--- src/rtl/seq_booth_mul_32_bit.sv ---
// Sequential radix-2 Booth multiplier: signed N x N -> 2N product, one Booth step per clock.
// The product is read straight from the A/Q working registers, so it holds until the next accepted start.
module seq_booth_mul_32_bit #(
    parameter int N = 32
) (
    input  logic             clk,
    input  logic             rst_n,
    input  logic             start,
    input  logic [N-1:0]     multiplicand,
    input  logic [N-1:0]     multiplier,
    output logic             busy,
    output logic             done,
    output logic [2*N-1:0]   product
);

    localparam int CW = $clog2(N + 1);
    localparam logic [CW-1:0] CNT_ONE = CW'(1);
    localparam logic [CW-1:0] CNT_N   = CW'(N);

    typedef enum logic [1:0] {
        ST_IDLE = 2'd0,
        ST_RUN  = 2'd1,
        ST_DONE = 2'd2
    } state_t;

    state_t          state_r;
    state_t          state_s;
    logic [N:0]      a_r;
    logic [N-1:0]    q_r;
    logic            q_m1_r;
    logic [N:0]      m_r;
    logic [CW-1:0]   count_r;
    logic            busy_r;
    logic            done_r;
    logic            busy_s;
    logic            done_s;
    logic [N:0]      sum_s;
    logic [N:0]      a_sh_s;
    logic [N-1:0]    q_sh_s;
    logic            q_m1_sh_s;

    // Booth recoding: add or subtract M depending on the current bit pair.
    always_comb begin
        sum_s = a_r;
        case ({q_r[0], q_m1_r})
            2'b01:   sum_s = a_r + m_r;
            2'b10:   sum_s = a_r - m_r;
            default: sum_s = a_r;
        endcase
    end

    // Arithmetic right shift of {A, Q, q_m1}; A is N+1 bits so M = -2^(N-1) cannot overflow.
    assign a_sh_s    = {sum_s[N], sum_s[N:1]};
    assign q_sh_s    = {sum_s[0], q_r[N-1:1]};
    assign q_m1_sh_s = q_r[0];

    // State register plus registered busy/done.
    always_ff @(posedge clk) begin
        if (!rst_n) begin
            state_r <= ST_IDLE;
            busy_r  <= 1'b0;
            done_r  <= 1'b0;
        end else begin
            state_r <= state_s;
            busy_r  <= busy_s;
            done_r  <= done_s;
        end
    end

    // Next-state logic.
    always_comb begin
        state_s = state_r;
        case (state_r)
            ST_IDLE: begin
                if (start) begin
                    state_s = ST_RUN;
                end else begin
                    state_s = ST_IDLE;
                end
            end
            ST_RUN: begin
                if (count_r == CNT_ONE) begin
                    state_s = ST_DONE;
                end else begin
                    state_s = ST_RUN;
                end
            end
            ST_DONE: state_s = ST_IDLE;
            default: state_s = ST_IDLE;
        endcase
    end

    // Output decode from the next state so busy/done line up with the state register.
    always_comb begin
        busy_s = 1'b0;
        done_s = 1'b0;
        case (state_s)
            ST_IDLE: begin
                busy_s = 1'b0;
                done_s = 1'b0;
            end
            ST_RUN: begin
                busy_s = 1'b1;
                done_s = 1'b0;
            end
            ST_DONE: begin
                busy_s = 1'b1;
                done_s = 1'b1;
            end
            default: begin
                busy_s = 1'b0;
                done_s = 1'b0;
            end
        endcase
    end

    // Datapath: load operands on accept, one Booth step per RUN cycle, hold otherwise.
    always_ff @(posedge clk) begin
        if (!rst_n) begin
            a_r     <= '0;
            q_r     <= '0;
            q_m1_r  <= 1'b0;
            m_r     <= '0;
            count_r <= '0;
        end else begin
            case (state_r)
                ST_IDLE: begin
                    if (start) begin
                        a_r     <= '0;
                        q_r     <= multiplier;
                        q_m1_r  <= 1'b0;
                        m_r     <= {multiplicand[N-1], multiplicand};
                        count_r <= CNT_N;
                    end
                end
                ST_RUN: begin
                    a_r     <= a_sh_s;
                    q_r     <= q_sh_s;
                    q_m1_r  <= q_m1_sh_s;
                    count_r <= count_r - CNT_ONE;
                end
                default: begin
                    a_r     <= a_r;
                    q_r     <= q_r;
                    q_m1_r  <= q_m1_r;
                    m_r     <= m_r;
                    count_r <= count_r;
                end
            endcase
        end
    end

    assign busy    = busy_r;
    assign done    = done_r;
    assign product = {a_r[N-1:0], q_r};

endmodule
--- config.mk ---
export PLATFORM = sky130hd
export DESIGN_NAME = seq_booth_mul_32_bit
export DESIGN_NICKNAME = d
export VERILOG_FILES = /design/src/rtl/seq_booth_mul_32_bit.sv
export SDC_FILE = /design/constraint.sdc
export NUM_CORES = 1
export LEC_CHECK = 0
export BUFFER_PORTS_ARGS = -buffer_cell sky130_fd_sc_hd__buf_2
export CAP_MARGIN = 0
export CORE_MARGIN = 3
export CORE_UTILIZATION = 36
export DETAILED_ROUTE_END_ITERATION = 8
export PLACE_DENSITY_LB_ADDON = 0.25
export SLEW_MARGIN = 5
export SYNTH_ARGS = -nofsm -noshare
export SYNTH_HDL_FRONTEND = slang
export SYNTH_SLANG_ARGS = --single-unit
--- constraint.sdc ---
create_clock -name clk -period 5.4 [get_ports clk]
set_input_delay 1.08 -clock clk [delete_from_list [all_inputs] [get_ports clk]]
set_output_delay 1.08 -clock clk [all_outputs]
set_load 0.01 [all_outputs]
==> results of run 1 <==
layout make-up:
| class | instances | area [um2] |
|---|---|---|
| fillers | 1789 | 9864 |
| well taps | 225 | 281.5 |
| inverters | 27 | 101.3 |
| multi-input cells | 642 | 4076 |
| clock buffers | 9 | 225.2 |
| repair buffers | 138 | 705.7 |
| clock inverters | 7 | 80.08 |
| flip-flops and latches | 107 | 2142 |
layer usage:
layer | vias up | track usage | share of wire
met3 | 19 | 0.03858 | 0.066
li1 | 3186 | - | -
met2 | 184 | 0.2795 | 0.45
met1 | 2869 | 0.2454 | 0.47
met5 | - | 0 | 0
met4 | 0 | 0.05303 | 0.015
power breakdown:
| part | leakage [nW] | switching (mW) | internal (mW) | total, mW |
|---|---|---|---|---|
| clock network | 0.151 | 0.345 | 0.332 | 0.677 |
| logic | 2.26 | 0.388 | 0.266 | 0.653 |
| registers | 0.875 | 0.0507 | 0.837 | 0.888 |
synth_stat cells, types with 2 or more instances:
cell | instances | area share
and4_1 | 2 | 0.0027
o21ai_0 | 20 | 0.015
nand4_1 | 3 | 0.0029
o211ai_1 | 4 | 0.0046
o21bai_1 | 6 | 0.0069
nor3b_1 | 2 | 0.0023
or4_1 | 3 | 0.0035
a211oi_1 | 4 | 0.0046
o2111ai_1 | 4 | 0.0054
dfxtp_1 | 107 | 0.33
a21o_1 | 15 | 0.017
nand2_1 | 129 | 0.074
mux2i_1 | 4 | 0.0061
and3_1 | 6 | 0.0058
nor2b_1 | 7 | 0.0067
o31ai_1 | 2 | 0.0023
o311ai_0 | 2 | 0.0027
nor4_1 | 7 | 0.0067
a222oi_1 | 21 | 0.032
o22ai_1 | 5 | 0.0048
a21boi_0 | 23 | 0.027
buf_1 | 3 | 0.0017
nand3_1 | 12 | 0.0092
inv_1 | 26 | 0.015
o21a_1 | 3 | 0.0035
ha_1 | 37 | 0.071
xnor2_1 | 46 | 0.062
nor2_1 | 66 | 0.038
nor3_1 | 11 | 0.0085
nand2b_1 | 2 | 0.0019
a2111oi_0 | 3 | 0.0040
a22oi_1 | 35 | 0.040
clkbuf_1 | 47 | 0.027
a21oi_1 | 96 | 0.074
and2_1 | 9 | 0.0086
xor2_1 | 11 | 0.015
a31oi_1 | 18 | 0.017
critical path, delay by kind of cell, from the launching register on:
kind	cells	cell delay, ps
and+or+nand+nor	4	1710
adders and majority gates	1	340
muxes	2	450
xor gates and xnor gates	1	200
AOI/OAI and AO/OA	6	1310
DFF	1	370
cells by family (layout without fill, tap and decap cells):
family	count (synthesis)	after routing	synth area share
adder cells (fa/ha/maj)	38	38	0.07414
XOR/XNOR	57	57	0.07664
AND/OR/NAND/NOR	272	272	0.1913
flip-flops	107	107	0.3289
buffers and inverters	79	181	0.04783
AO/OA/AOI/OAI	270	270	0.2733
multiplexers	5	5	0.007876
registers in the layout (all words and copies together), names as in the netlist:
name     count
count_r      6
m_r         32
q_m1_r       1
state_r      2
done         1
a_r         32
q_r         32
busy         1
worst min path at each step:
| stage | startpoint | depth (start not counted) | end |
|---|---|---|---|
| 4_1_cts | q_m1_r$_SDFFE_PN0P_ | 2 | q_m1_r$_SDFFE_PN0P_ |
| 6_report | q_m1_r$_SDFFE_PN0P_ | 2 | q_m1_r$_SDFFE_PN0P_ |
| 3_3_place_gp | q_m1_r$_SDFFE_PN0P_ | 2 | q_m1_r$_SDFFE_PN0P_ |
| 5_1_grt | q_r[24]$_SDFFE_PN0P_ | 2 | q_r[24]$_SDFFE_PN0P_ |
| 3_5_place_dp | q_m1_r$_SDFFE_PN0P_ | 2 | q_m1_r$_SDFFE_PN0P_ |
| 2_1_floorplan | count_r[5]$_SDFFE_PN0P_ | 1 | count_r[5]$_SDFFE_PN0P_ |
==> impl_metrics.tcl, run 1 <==
set metrics [dict create \
    outcome "complete, no violations" \
    avgSynthCellArea_um2 7.867 \
    layout_setup_ws_ps 943.8 \
    antenna_cells 0 \
    layout_min_cycle_time_ps 4456 \
    crit_fanout 7 \
    rr_endpoint "a_r[31]$_SDFFE_PN0P_" \
    pin_count 133 \
    core_area_mm2 0.01748 \
    die_y_um 140.5 \
    area_growth_pct 16.87 \
    pre_cts_ws_ps 952.0 \
    cts_max_level 3 \
    drt_iter0_markers 502 \
    die-width_um 140.5 \
    route.detailed.wl_per_inst_um 15.63 \
    ys_ff_latch 107 \
    grt_pass1_vias 5757 \
    fin_crit_sh 0.8252 \
    synth.cell_area_mm2 0.006514 \
    final_common_cell "buf_2" \
    portBuffers 132 \
    crit_path_start "m_r[2]$_SDFFE_PN0P_" \
    ys.warnings.count 0 \
    critPathArrivalTime_ps 4750 \
    start_kind "register" \
    required_ps 5700 \
    crit_end "a_r[31]$_SDFFE_PN0P_" \
    hold_slack_ps 468.2 \
    clock_latency_ps 360 \
    vias 6258 \
    final_core_util 0.4356 \
    finalMaxSlewViolations 0 \
    syn_inst 828 \
    dieArea_mm2 0.01974 \
    post_cts_resized 0 \
    fmax_mhz 224.4 \
    ff2ff_setup_slack_ps 940 \
    layout_common_cells "buf_2, nand2_1, dfxtp_1" \
    placed_cell_area_mm2 0.007307 \
    clk_pin_slew_ps 80 \
    max_cap_viol_count 0 \
    worstSetupEndpointType "register" \
    reg2reg_depth 14 \
    max_slew_margin 0.2154 \
    p_leak_nw 3.283 \
    skew_ps 10.94 \
    drive_gt1_frac 0.1828 \
    drt-pass1-iter-count 5 \
    reg2reg_from "m_r[2]$_SDFFE_PN0P_" \
    cts.hold.buffers_added 0 \
    grt_pass1_wl_um 29260 \
    async_flop_share 0 \
    ys_types 64 \
    path_cells "or4_4 > nor4_1 > and2_1 > a21oi_1 > xnor2_1 > ha_1 > a21oi_1 > o21ai_0 > or2_2 > o21ai_0 > o2111ai_1 > o211ai_1 > mux2i_1 > mux2i_1" \
    post-dp-hpwl_um 13040 \
    detail-route-antenna-nets 0 \
    overflow 0 \
    rsz0062_at_grt "no" \
    min_path_type "register to register" \
    fin_cells 1155 \
    gp_congestion 0.9463 \
    cts.path.max_buffers 2 \
    cts_tree "yes" \
    antenna_found_initial 0 \
    power_mw 2.218 \
    finalNetCount 1030 \
    setup_viol 0 \
    fin_area_mm2 0.007612 \
    cts_root_buffer "clkbuf_16" \
    clock_sinks 107 \
    hold_violations 0 \
    drc 0 \
    fin_setup_tns_ps 0 \
    track_usage 0.1779 \
    worst_pin_slew_ps 1177 \
    rows 48 \
    cpMaxStageDelayCell "or4_4" \
    avgViaCountPerCell 5.418 \
    wl_um 18050 \
    placed_cells 1139 \
    start_util 0.3727 \
    cts_made_buffers 9 \
    postCtsSetupBuffers 0 \
    ys_seq_area_frac 0.3289 \
    grt_max_degree 67 \
    max-vdd-ir-drop_v 0.0001846 \
    synth_fp_nets 933 \
    worstSetupPathType "register to register" \
    synth-edff-count 0 \
    synth-main-ff-cell "dfxtp_1" \
    powerDensity_mw_per_mm2 291.4 \
    cp_slowest_stage_delay_ps 570 \
]
No activity file was read; power rests on OpenSTA's default activity.
==> run 2: changes to the inputs <==
Settings changed: ABC_AREA set to 1.
Clock period 5.4 ns to 3.9 ns, I/O delays scaled along.
==> run 2 against run 1 <==
- via count increased by 24%
- non-clock buffer count up 1
- sequential power grew 40%
- worst hold slack gained 2.1 ps
- synthesized cell count is 45% higher
- global-route usage rose by 2.4 points
- total power increased by 42%
- count of clock-buffer cells in the layout unchanged
- first-iteration DRC count rose by 20%
- maximum frequency up 38%
- core utilization is 0.17 points lower
==> impl_metrics.tcl, run 2 <==
set metrics [dict create \
    reg2reg_from "m_r[0]$_SDFFE_PN0P_" \
    async_flop_share 0 \
    max_cap_viol_count 0 \
    die-width_um 149.9 \
    cts.hold.buffers_added 0 \
    crit_fanout 5 \
    worstSetupEndpointType "register" \
    max-vdd-ir-drop_v 0.0002103 \
    synth_area_leader_cell "dfxtp_1" \
    post_cts_resized 0 \
    syn_inst 1202 \
    netSwitchingPower_mw 1.196 \
    gp_congestion 0.9415 \
    grt_pass1_wl_um 36400 \
    start_kind "register" \
    fin_setup_tns_ps 0 \
    p_leak_nw 4.280 \
    synth_area_leaders "dfxtp_1, nand2_1, inv_1, ha_1, nor2_1" \
    synth_fp_nets 1307 \
    vias 7737 \
    netlist_top_cells_count "nand2_1, inv_1, nor2_1" \
    combinationalPowerShare 0.298 \
    worstSetupPathType "register to register" \
    hold_path_startpoint "q_m1_r$_SDFFE_PN0P_" \
    detail-route-antenna-nets 0 \
    hold_slack_ps 470.3 \
    cp_top_family "simple AND/OR/NAND/NOR gates" \
    cp_slowest_stage_delay_ps 360 \
    clock_power_share 0.308 \
    grt_max_degree 48 \
    finalNetCount 1417 \
    area_growth_pct 15.94 \
    crit_path_start "m_r[0]$_SDFFE_PN0P_" \
    seq_area_mm2 0.002142 \
    min_path_type "register to register" \
    dieArea_mm2 0.02246 \
    rr_endpoint "a_r[30]$_SDFFE_PN0P_" \
    cts_tree "yes" \
    cts_root_buffer "clkbuf_16" \
    antenna_cells 0 \
    power.share.switching 0.3786 \
    clock_latency_ps 370 \
    portBuffers 132 \
    critPathArrivalTime_ps 3490 \
    drc 0 \
    rsz0062_at_grt "no" \
    layout_min_cycle_time_ps 3237 \
    cts_made_buffers 9 \
    avgViaCountPerCell 4.891 \
    ys.warnings.count 0 \
    yosys.area.top_type_share 0.2875 \
    hold_violations 0 \
    yosysMostFrequentCell "nand2_1" \
    synth-edff-count 0 \
    multi_input_area_mm2 0.004466 \
    fill_cells 2210 \
    cts.path.max_buffers 2 \
    reg2reg_depth 19 \
    setup_viol 0 \
    powerDensity_mw_per_mm2 365.5 \
    grt_pass1_vias 7008 \
    path_cells "inv_1 > ha_1 > nand3_2 > nor2_4 > nand2_2 > o21ai_2 > o21ai_0 > xor2_1 > inv_1 > ha_1 > nand2_1 > nor2_1 > nand2_1 > nor3_1 > nand2_1 > nand2_1 > nand2_1 > nand3_1 > a21oi_1" \
    wl_um 22700 \
    required_ps 4150 \
    cts_max_level 3 \
    drt-pass1-iter-count 5 \
    antenna_found_initial 0 \
    ff2ff_setup_slack_ps 660 \
    core_area_mm2 0.01991 \
    track_usage 0.2016 \
    critPathMostFrequentCell "nand2_1" \
    cpMaxStageDelayCell "ha_1" \
    ys_seq_area_frac 0.2875 \
    fmax_mhz 309.0 \
    pre_cts_ws_ps 676.6 \
    seqPwrFrac 0.394 \
    outcome "complete, no violations" \
    drt_iter0_markers 601 \
    post-dp-hpwl_um 17620 \
    fin_crit_sh 0.8299 \
    synth-main-ff-cell "dfxtp_1" \
    synth.cell_area_mm2 0.007451 \
    ys_ff_latch 107 \
    overflow 0 \
    route.detailed.wl_per_inst_um 14.35 \
    avgSynthCellArea_um2 6.199 \
    hold_end "q_m1_r$_SDFFE_PN0P_" \
    worst_pin_slew_ps 760.6 \
    clk_pin_slew_ps 80 \
    path_buf_inv 2 \
    skew_ps 12.24 \
    layout_common_cells "nand2_1, inv_1, buf_2" \
    start_util 0.3742 \
    finalMaxSlewViolations 0 \
    reg_top3 "a_r x32, m_r x32, q_r x32" \
    rows 51 \
    internal-power_mw 1.962 \
    final_common_cell "nand2_1" \
    layout_setup_ws_ps 663.5 \
    drive_gt1_frac 0.1496 \
    max_slew_margin 0.4917 \
    postCtsSetupBuffers 0 \
    clock_sinks 107 \
    pin_count 133 \
    ys_types 40 \
    die_y_um 149.9 \
    holdPathStages 2 \
]
## run 2: kinds of logic (layout without fill, tap and decap cells)
family	after synthesis	in the layout	share of synthesized area
AOI/OAI and AO/OA	195	195	0.1484
xor gates and xnor gates	40	40	0.04702
adders and majority gates	38	38	0.06482
buffers and inverters	219	334	0.1139
DFF	107	107	0.2875
and+or+nand+nor	603	603	0.3384
## run 2: area by class of cell
cell class | instances | share of cell area
Multi-Input combinational cell | 876 | 0.5169
Sequential cell | 107 | 0.2480
Timing Repair Buffer | 139 | 0.08256
Inverter | 179 | 0.07778
Tap cell | 265 | 0.03838
Clock buffer | 9 | 0.02607
Clock inverter | 7 | 0.01028
## run 2: worst max-delay path by stage
| stage | to | slack [ps] | cells past startpoint |
|---|---|---|---|
| after global placement | a_r[30]$_SDFFE_PN0P_ | 680 | 19 |
| after detailed placement | a_r[30]$_SDFFE_PN0P_ | 680 | 19 |
| final | a_r[30]$_SDFFE_PN0P_ | 660 | 19 |
| after CTS | a_r[30]$_SDFFE_PN0P_ | 670 | 19 |
| after global routing | a_r[30]$_SDFFE_PN0P_ | 400 | 19 |
| after floorplan | a_r[14]$_SDFFE_PN0P_ | 1140 | 17 |
## run 2: layer usage
layer  vias to the layer above  global-route usage  part of all wire
met5                         -                   0                 0
met4                         0             0.05947             0.018
met3                        21             0.02362             0.049
met2                       191              0.3073              0.44
met1                      3495              0.2976              0.49
li1                       4030                   -                 -
## run 2: worst reg2reg max path, stage by stage (launching register included)
cell and delay (ps):
dfxtp_1 320, inv_1 100, ha_1 190, nand3_2 120
nor2_4 190, nand2_2 130, o21ai_2 190, o21ai_0 150
xor2_1 170, inv_1 90, ha_1 360, nand2_1 140
nor2_1 240, nand2_1 150, nor3_1 170, nand2_1 160
nand2_1 90, nand2_1 50, nand3_1 70, a21oi_1 60
## run 2: power by group through the flow
stage	logic [mW]	registers [mW]	clock network, mW
finish	0.941	1.24	0.973
global route	1.06	1.26	1.04
CTS	0.937	1.24	0.997
detailed placement	0.933	1.27	0
global placement	0.929	1.27	0
floorplan	0.660	1.27	0
## run 2: through the flow
| step | instances | power, mW | utilization | instance area (um2) |
|---|---|---|---|---|
| after global placement | 1566 | 2.197 | 0.4181 | 8324 |
| after CTS | 1582 | 3.177 | 0.4339 | 8638 |
| final | 1582 | 3.158 | 0.4339 | 8638 |
| after global routing | 1582 | 3.352 | 0.4339 | 8638 |
| after floorplan | 1202 | 1.926 | - | 7451 |
| after detailed placement | 1566 | 2.201 | 0.4181 | 8324 |
